<file path="config.mk">
export PLATFORM = sky130hd
export DESIGN_NAME = volatility_estimator
export DESIGN_NICKNAME = d
export VERILOG_FILES = /design/src/rtl/vol_pkg.sv /design/src/rtl/volatility_estimator_delta_ring_buffer.sv /design/src/rtl/volatility_estimator.sv
export SDC_FILE = /design/constraint.sdc
export NUM_CORES = 2
export LEC_CHECK = 0
export ABC_AREA = 1
export BUFFER_PORTS_ARGS = -buffer_cell sky130_fd_sc_hd__clkbuf_2
export CAP_MARGIN = 20
export CELL_PAD_IN_SITES_DETAIL_PLACEMENT = 0
export CELL_PAD_IN_SITES_GLOBAL_PLACEMENT = 1
export CORE_ASPECT_RATIO = 1.1
export CORE_MARGIN = 5
export CORE_UTILIZATION = 35
export CTS_CLUSTER_DIAMETER = 40
export DETAILED_ROUTE_END_ITERATION = 6
export PLACE_DENSITY_LB_ADDON = 0.1
export SYNTH_ARGS = -nofsm -noshare
export SYNTH_HDL_FRONTEND = slang
export SYNTH_HIERARCHICAL = 1
export SYNTH_SLANG_ARGS = --single-unit
</file>
<file path="constraint.sdc">
create_clock -name i_clk -period 15.23 [get_ports i_clk]
set_clock_uncertainty 0.2 [all_clocks]
set_input_delay 1.523 -clock i_clk [delete_from_list [all_inputs] [get_ports i_clk]]
set_output_delay 1.523 -clock i_clk [all_outputs]
set_load 0.01 [all_outputs]
</file>
<file path="src/rtl/vol_pkg.sv">
// Shared widths, types and the saturating clamp used by the volatility estimator
// and the downstream spread stage.
package vol_pkg;

    localparam int DEF_DATA_WIDTH  = 32;
    localparam int DEF_DELTA_WIDTH = 16;
    localparam int DEF_LOG2_WINDOW = 4;
    localparam int WINDOW          = 1 << DEF_LOG2_WINDOW;

    typedef logic signed [DEF_DELTA_WIDTH-1:0]                   delta_t;
    typedef logic signed [DEF_DELTA_WIDTH+DEF_LOG2_WINDOW-1:0]   sum_t;
    typedef logic        [2*DEF_DELTA_WIDTH+DEF_LOG2_WINDOW-1:0] sq_sum_t;

    // Callers size-cast the result down; lo/hi must fit the destination width.
    function automatic logic signed [63:0] sat_clamp(
        input logic signed [63:0] x,
        input logic signed [63:0] lo,
        input logic signed [63:0] hi
    );
        logic signed [63:0] y;
        y = x;
        if (x < lo) begin
            y = lo;
        end else if (x > hi) begin
            y = hi;
        end
        return y;
    endfunction

endpackage

</file>
<file path="src/rtl/volatility_estimator_delta_ring_buffer.sv">
// Circular store of the last 2^LOG2_WINDOW deltas; returns the delta being evicted,
// forced to zero while the window is still filling.
module delta_ring_buffer
    import vol_pkg::*;
#(
    parameter int DELTA_WIDTH = DEF_DELTA_WIDTH,
    parameter int LOG2_WINDOW = DEF_LOG2_WINDOW
) (
    input  logic                          i_clk,
    input  logic                          i_reset,
    input  logic                          i_push,
    input  logic signed [DELTA_WIDTH-1:0] i_delta,
    output logic signed [DELTA_WIDTH-1:0] o_oldest,
    output logic                          o_window_full
);

    localparam int N      = 1 << LOG2_WINDOW;
    localparam int FILL_W = LOG2_WINDOW + 1;
    localparam logic [FILL_W-1:0] FILL_FULL = FILL_W'(N);
    localparam logic [FILL_W-1:0] FILL_LAST = FILL_W'(N - 1);

    logic signed [DELTA_WIDTH-1:0] r_mem [N];
    logic        [LOG2_WINDOW-1:0] r_wr_ptr;
    logic        [FILL_W-1:0]      r_fill;
    logic signed [DELTA_WIDTH-1:0] r_oldest;
    logic                          r_window_full;
    logic                          w_full;

    assign w_full        = (r_fill == FILL_FULL);
    assign o_oldest      = r_oldest;
    assign o_window_full = r_window_full;

    // NOTE: the delta store has no reset; stale contents are never observed because
    // the eviction read is gated by the fill count, and leaving it out keeps it a plain RAM.
    always_ff @(posedge i_clk) begin
        if (i_push) begin
            r_mem[r_wr_ptr] <= i_delta;
        end
    end

    // The eviction read and the overwrite of the same slot share one edge (read-old-data),
    // so back-to-back pushes never see a half-updated pointer.
    always_ff @(posedge i_clk or posedge i_reset) begin
        if (i_reset) begin
            r_wr_ptr      <= '0;
            r_fill        <= '0;
            r_oldest      <= '0;
            r_window_full <= 1'b0;
        end else if (i_push) begin
            r_oldest      <= w_full ? r_mem[r_wr_ptr] : '0;
            r_window_full <= (r_fill >= FILL_LAST);
            r_wr_ptr      <= r_wr_ptr + LOG2_WINDOW'(1);
            if (!w_full) begin
                r_fill <= r_fill + FILL_W'(1);
            end
        end
    end

endmodule

</file>
<file path="src/rtl/volatility_estimator.sv">
// Rolling variance of mid-price tick deltas over a 2^LOG2_WINDOW window, feeding the spread stage.
// Define VOL_WARMUP_OUT_EN to emit results (zero-padded window) while the window is still filling.
module volatility_estimator
    import vol_pkg::*;
#(
    parameter int DATA_WIDTH  = DEF_DATA_WIDTH,
    parameter int DELTA_WIDTH = DEF_DELTA_WIDTH,
    parameter int LOG2_WINDOW = DEF_LOG2_WINDOW
) (
    input  logic                  i_clk,
    input  logic                  i_reset,
    input  logic [DATA_WIDTH-1:0] i_price,
    input  logic                  i_data_valid,
    output logic [DATA_WIDTH-1:0] o_volatility,
    output logic [DATA_WIDTH-1:0] o_curr_time,
    output logic                  o_data_valid
);

    localparam int SUM_W = DELTA_WIDTH + LOG2_WINDOW;
    localparam int SQ_W  = 2 * DELTA_WIDTH;
    localparam int ACC_W = SQ_W + LOG2_WINDOW;
    localparam logic signed [63:0] DELTA_MAX = (64'sd1 <<< (DELTA_WIDTH - 1)) - 64'sd1;
    localparam logic signed [63:0] DELTA_MIN = -(64'sd1 <<< (DELTA_WIDTH - 1));
    localparam logic signed [63:0] VAR_MAX   = (64'sd1 <<< DATA_WIDTH) - 64'sd1;

    logic [DATA_WIDTH-1:0]         r_prev_price;
    logic                          r_prev_valid;
    logic                          w_push;
    logic signed [DATA_WIDTH:0]    w_diff;
    logic signed [DELTA_WIDTH-1:0] w_delta;
    logic signed [DELTA_WIDTH-1:0] r_s1_delta;
    logic                          r_s1_valid;
    logic signed [DELTA_WIDTH-1:0] w_oldest;
    logic                          w_window_full;
    logic signed [SQ_W-1:0]        w_d_ext, w_o_ext, w_d_sq, w_o_sq;
    logic signed [SUM_W-1:0]       r_sum;
    logic        [ACC_W-1:0]       r_sq_sum;
    logic        [DATA_WIDTH-1:0]  r_count;
    logic                          r_s2_valid;
    logic                          w_s2_emit;
    logic signed [SUM_W-1:0]       w_mean;
    logic signed [63:0]            w_mean_64, w_var;
    logic        [DATA_WIDTH-1:0]  r_volatility, r_curr_time;
    logic                          r_data_valid;

    // Stage 1: delta against the previous price; the very first sample only primes.
    assign w_push  = i_data_valid && r_prev_valid;
    assign w_diff  = $signed({1'b0, i_price}) - $signed({1'b0, r_prev_price});
    assign w_delta = DELTA_WIDTH'(sat_clamp(64'(w_diff), DELTA_MIN, DELTA_MAX));

    // NOTE: every clocked process uses <= so each stage reads the previous stage's
    // pre-edge values regardless of process ordering.
    always_ff @(posedge i_clk or posedge i_reset) begin
        if (i_reset) begin
            r_prev_valid <= 1'b0;
            r_prev_price <= '0;
            r_s1_valid   <= 1'b0;
            r_s1_delta   <= '0;
        end else begin
            r_s1_valid <= w_push;
            if (i_data_valid) begin
                r_prev_valid <= 1'b1;
                r_prev_price <= i_price;
            end
            if (w_push) begin
                r_s1_delta <= w_delta;
            end
        end
    end

    delta_ring_buffer #(
        .DELTA_WIDTH (DELTA_WIDTH),
        .LOG2_WINDOW (LOG2_WINDOW)
    ) u_ring (
        .i_clk         (i_clk),
        .i_reset       (i_reset),
        .i_push        (w_push),
        .i_delta       (w_delta),
        .o_oldest      (w_oldest),
        .o_window_full (w_window_full)
    );

    // Stage 2: incremental window sums.
    assign w_d_ext = SQ_W'(r_s1_delta);
    assign w_o_ext = SQ_W'(w_oldest);
    assign w_d_sq  = w_d_ext * w_d_ext;
    assign w_o_sq  = w_o_ext * w_o_ext;

`ifdef VOL_WARMUP_OUT_EN
    assign w_s2_emit = r_s1_valid;
`else
    assign w_s2_emit = r_s1_valid && w_window_full;
`endif

    always_ff @(posedge i_clk or posedge i_reset) begin
        if (i_reset) begin
            r_sum      <= '0;
            r_sq_sum   <= '0;
            r_count    <= '0;
            r_s2_valid <= 1'b0;
        end else begin
            r_s2_valid <= w_s2_emit;
            if (r_s1_valid) begin
                r_sum    <= r_sum + SUM_W'(r_s1_delta) - SUM_W'(w_oldest);
                r_sq_sum <= r_sq_sum + ACC_W'($unsigned(w_d_sq)) - ACC_W'($unsigned(w_o_sq));
                if (r_count != '1) begin
                    r_count <= r_count + DATA_WIDTH'(1);
                end
            end
        end
    end

    // Stage 3: var = E[d^2] - E[d]^2 with floor-rounded means, clamped into the output range.
    assign w_mean    = r_sum >>> LOG2_WINDOW;
    assign w_mean_64 = 64'(w_mean);
    assign w_var     = $signed(64'(r_sq_sum >> LOG2_WINDOW)) - w_mean_64 * w_mean_64;

    always_ff @(posedge i_clk or posedge i_reset) begin
        if (i_reset) begin
            r_volatility <= '0;
            r_curr_time  <= '0;
            r_data_valid <= 1'b0;
        end else begin
            r_data_valid <= r_s2_valid;
            if (r_s2_valid) begin
                r_volatility <= DATA_WIDTH'(sat_clamp(w_var, 64'sd0, VAR_MAX));
                r_curr_time  <= r_count;
            end
        end
    end

    assign o_volatility = r_volatility;
    assign o_curr_time  = r_curr_time;
    assign o_data_valid = r_data_valid;

endmodule
</file>
==> reports/results.ini <==
[synth]
synth_top_area_share = 0.284
synth.area.top_cells = fa_1 (28%), edfxtp_1 (13%), inv_1 (12%)
syn_avg_cell_area_um2 = 8.30
syn_inst = 6861
yosysWarnings = 6
netlist_area_um2 = 57000
ys_types = 56
yosys_register_bits = 486
synth_nets = 8093
ys_seq_area_frac = 0.236
yosys.area.top_type = fa_1
synth_edf_count = 256
ys.flop_type = edfxtp_1
async_flop_share = 0.473

[timing]
setup_viol = 0
fin_setup_tns_ns = 0
tightest_slew_ns = 1.13
rsz0062_at_grt = false
min_period_over_period = 0.636
max_freq_mhz = 103
slew_headroom = 0.247
fin_ws_ns = 5.55
final.min_clock_period_ns = 9.68
slew_violations = 0
hold_viol = 0

[floorplanning]
fp-row-count = 155
num_io_pins = 100
dieArea_um2 = 171000
die_x_um = 395
coreArea_um2 = 162000
chipHeight_um = 433
floorplan.initialDensity = 0.352

[clock_tree]
cts_root_buf = clkbuf_16
numClockSinks = 486
holdBufCountCts = 0
clk_path_buf_depth = 3
cts_tree = yes
numCtsBuffers = 96
cts_max_level = 3
clk_pin_slew_ns = 0.05
insertion_delay_ns = 0.72
post_cts_resize_count = 0
post_cts_buffers = 0

[drt]
postRouteAntennaNets = 0
drc = 0
wl_per_cell_um = 18.5
via_per_inst = 4.63
wl_mm = 169
num_vias = 42200
dr.pass1.iters = 7
first_iter_violations = 1870

[finish]
areaGrowthSynthToFinish_pct = 10.7
final_common_cell = inv_1
finalNetCount = 8156
layout-drive-gt1-share = 0.0578
fin_cells = 9125
final_cell_mix = inv_1 (1835), nand2_1 (1666), fa_1 (807)

[worst_setup_path]
worstPathMaxFanout = 20
required_ns = 15.59
reg2reg_to = r_sq_sum[34]
cpMaxStageDelayCell = fa_1
crit_path_frequent_cell = nand2_1
crit_type = flip-flop to flip-flop
critPathCaptureType = flip-flop
cp-start-kind = flip-flop
rr_worst_depth = 32
arrival_ns = 10.04
worstReg2RegStart = u_ring/o_oldest[2]
reg2reg_slack_ns = 5.55
slowest_delay_ns = 0.93

[grt]
gr-total-overflow = 0
grt_pass1_wl_mm = 265
grt_start_max_net_pins = 86
grt_pass1_vias = 44800
antenna_found_initial = 1
grt_use_total = 0.201

[min_path]
holdCritPathClass = flip-flop to flip-flop
min_from = u_ring/r_fill[3]
min_to = u_ring/r_fill[3]
hold_path_depth = 1

[placement]
dp_slack_ns = 5.44
dp.cells = 8943
gp_congestion = 0.885
hpwl_mm = 135
port-buffer-count = 99

[flow_run]
drv_cap = 0

[run_status]
outcome = complete, no violations

-- cell type report --
class | instances | area [um2]
fillers | 16900 | 98900
diodes | 1 | 2.50
multi-input cells | 4336 | 35600
clock inverters | 60 | 807
flip-flops and latches | 486 | 13400
inverters | 1846 | 6940
clock buffers | 119 | 2590
well taps | 2119 | 2650
repair buffers | 158 | 970
-- Yosys cell counts (7+ instances only) --
cell,number
a31oi_1,31
buf_2,28
fa_1,807
ha_1,390
o21bai_1,23
or2_2,23
buf_6,16
edfxtp_1,256
o21ai_0,215
nand3b_1,9
inv_1,1839
nand4_1,36
nor4_1,19
buf_1,11
nor2_1,279
clkbuf_1,125
nand2_1,1666
o31ai_1,7
dfrtp_1,230
nor3_1,39
a21o_1,20
nand3_1,236
xor2_1,115
a21oi_1,212
o211ai_1,7
o21ai_1,30
xnor2_1,96
nand2_2,12
-- critical path: cells and delay by family (launching register included) --
| family | cells | cell delay (ns) |
|---|---|---|
| adder cells (fa/ha/maj) | 9 | 4.54 |
| AND/OR/NAND/NOR | 16 | 2.68 |
| flip-flops | 1 | 0.92 |
| XOR/XNOR | 1 | 0.47 |
| AO/OA/AOI/OAI | 2 | 0.41 |
| buffers and inverters | 4 | 0.30 |
-- cells by family (layout without fill, tap and decap cells) --
kind of cell | count (synthesis) | count (layout) | synth area share
AO/OA/AOI/OAI | 582 | 582 | 0.0564
flip-flops | 486 | 486 | 0.236
AND/OR/NAND/NOR | 2346 | 2346 | 0.167
buffers and inverters | 2039 | 2183 | 0.139
adder cells (fa/ha/maj) | 1197 | 1197 | 0.369
XOR/XNOR | 211 | 211 | 0.0324
other | 0 | 1 | 0
-- sequential cells by signal, indices dropped and copies added (netlist names) --
| name | count |
|---|---|
| o_curr_time | 32 |
| o_data_valid | 1 |
| r_count | 32 |
| r_s2_valid | 1 |
| r_sum | 20 |
| r_prev_valid | 1 |
| r_s1_delta | 16 |
| u_ring/r_mem | 256 |
| r_prev_price | 32 |
| r_sq_sum | 36 |
| u_ring/o_oldest | 16 |
| u_ring/o_window_full | 1 |
| u_ring/r_wr_ptr | 4 |
| r_s1_valid | 1 |
| o_volatility | 32 |
| u_ring/r_fill | 5 |
-- how the worst max path moves through the flow --
stage,start,end,depth (start not counted),slack (ns)
2_1_floorplan,u_ring/o_oldest[15],r_sq_sum[35],34,7.08
3_3_place_gp,u_ring/o_oldest[2],r_sq_sum[34],32,5.36
3_5_place_dp,u_ring/o_oldest[2],r_sq_sum[34],32,5.44
4_1_cts,u_ring/o_oldest[2],r_sq_sum[34],32,5.40
5_1_grt,r_s1_delta[15],r_sq_sum[34],33,4.84
6_report,u_ring/o_oldest[2],r_sq_sum[34],32,5.55
-- layer usage --
layer | vias to the layer above | wire length [um] | GRT usage
met4 | 0 | 2580 | 0.0371
met1 | 20900 | 81300 | 0.285
li1 | 20600 | - | -
met2 | 577 | 79200 | 0.337
met5 | - | 0 | 0
met3 | 141 | 5520 | 0.0205
-- stage by stage --
stage / util / area, um2 / hold slack (ns)
after floorplan: - / 57000 / 0.152
after global placement: 0.368 / 59600 / 0.251
after detailed placement: 0.368 / 59600 / 0.258
after CTS: 0.389 / 63000 / 0.269
after global routing: 0.389 / 63000 / 0.283
final: 0.389 / 63100 / 0.268
Power is not shown: default switching activity piles up to over one toggle a cycle in this logic, so the estimate is an artifact.
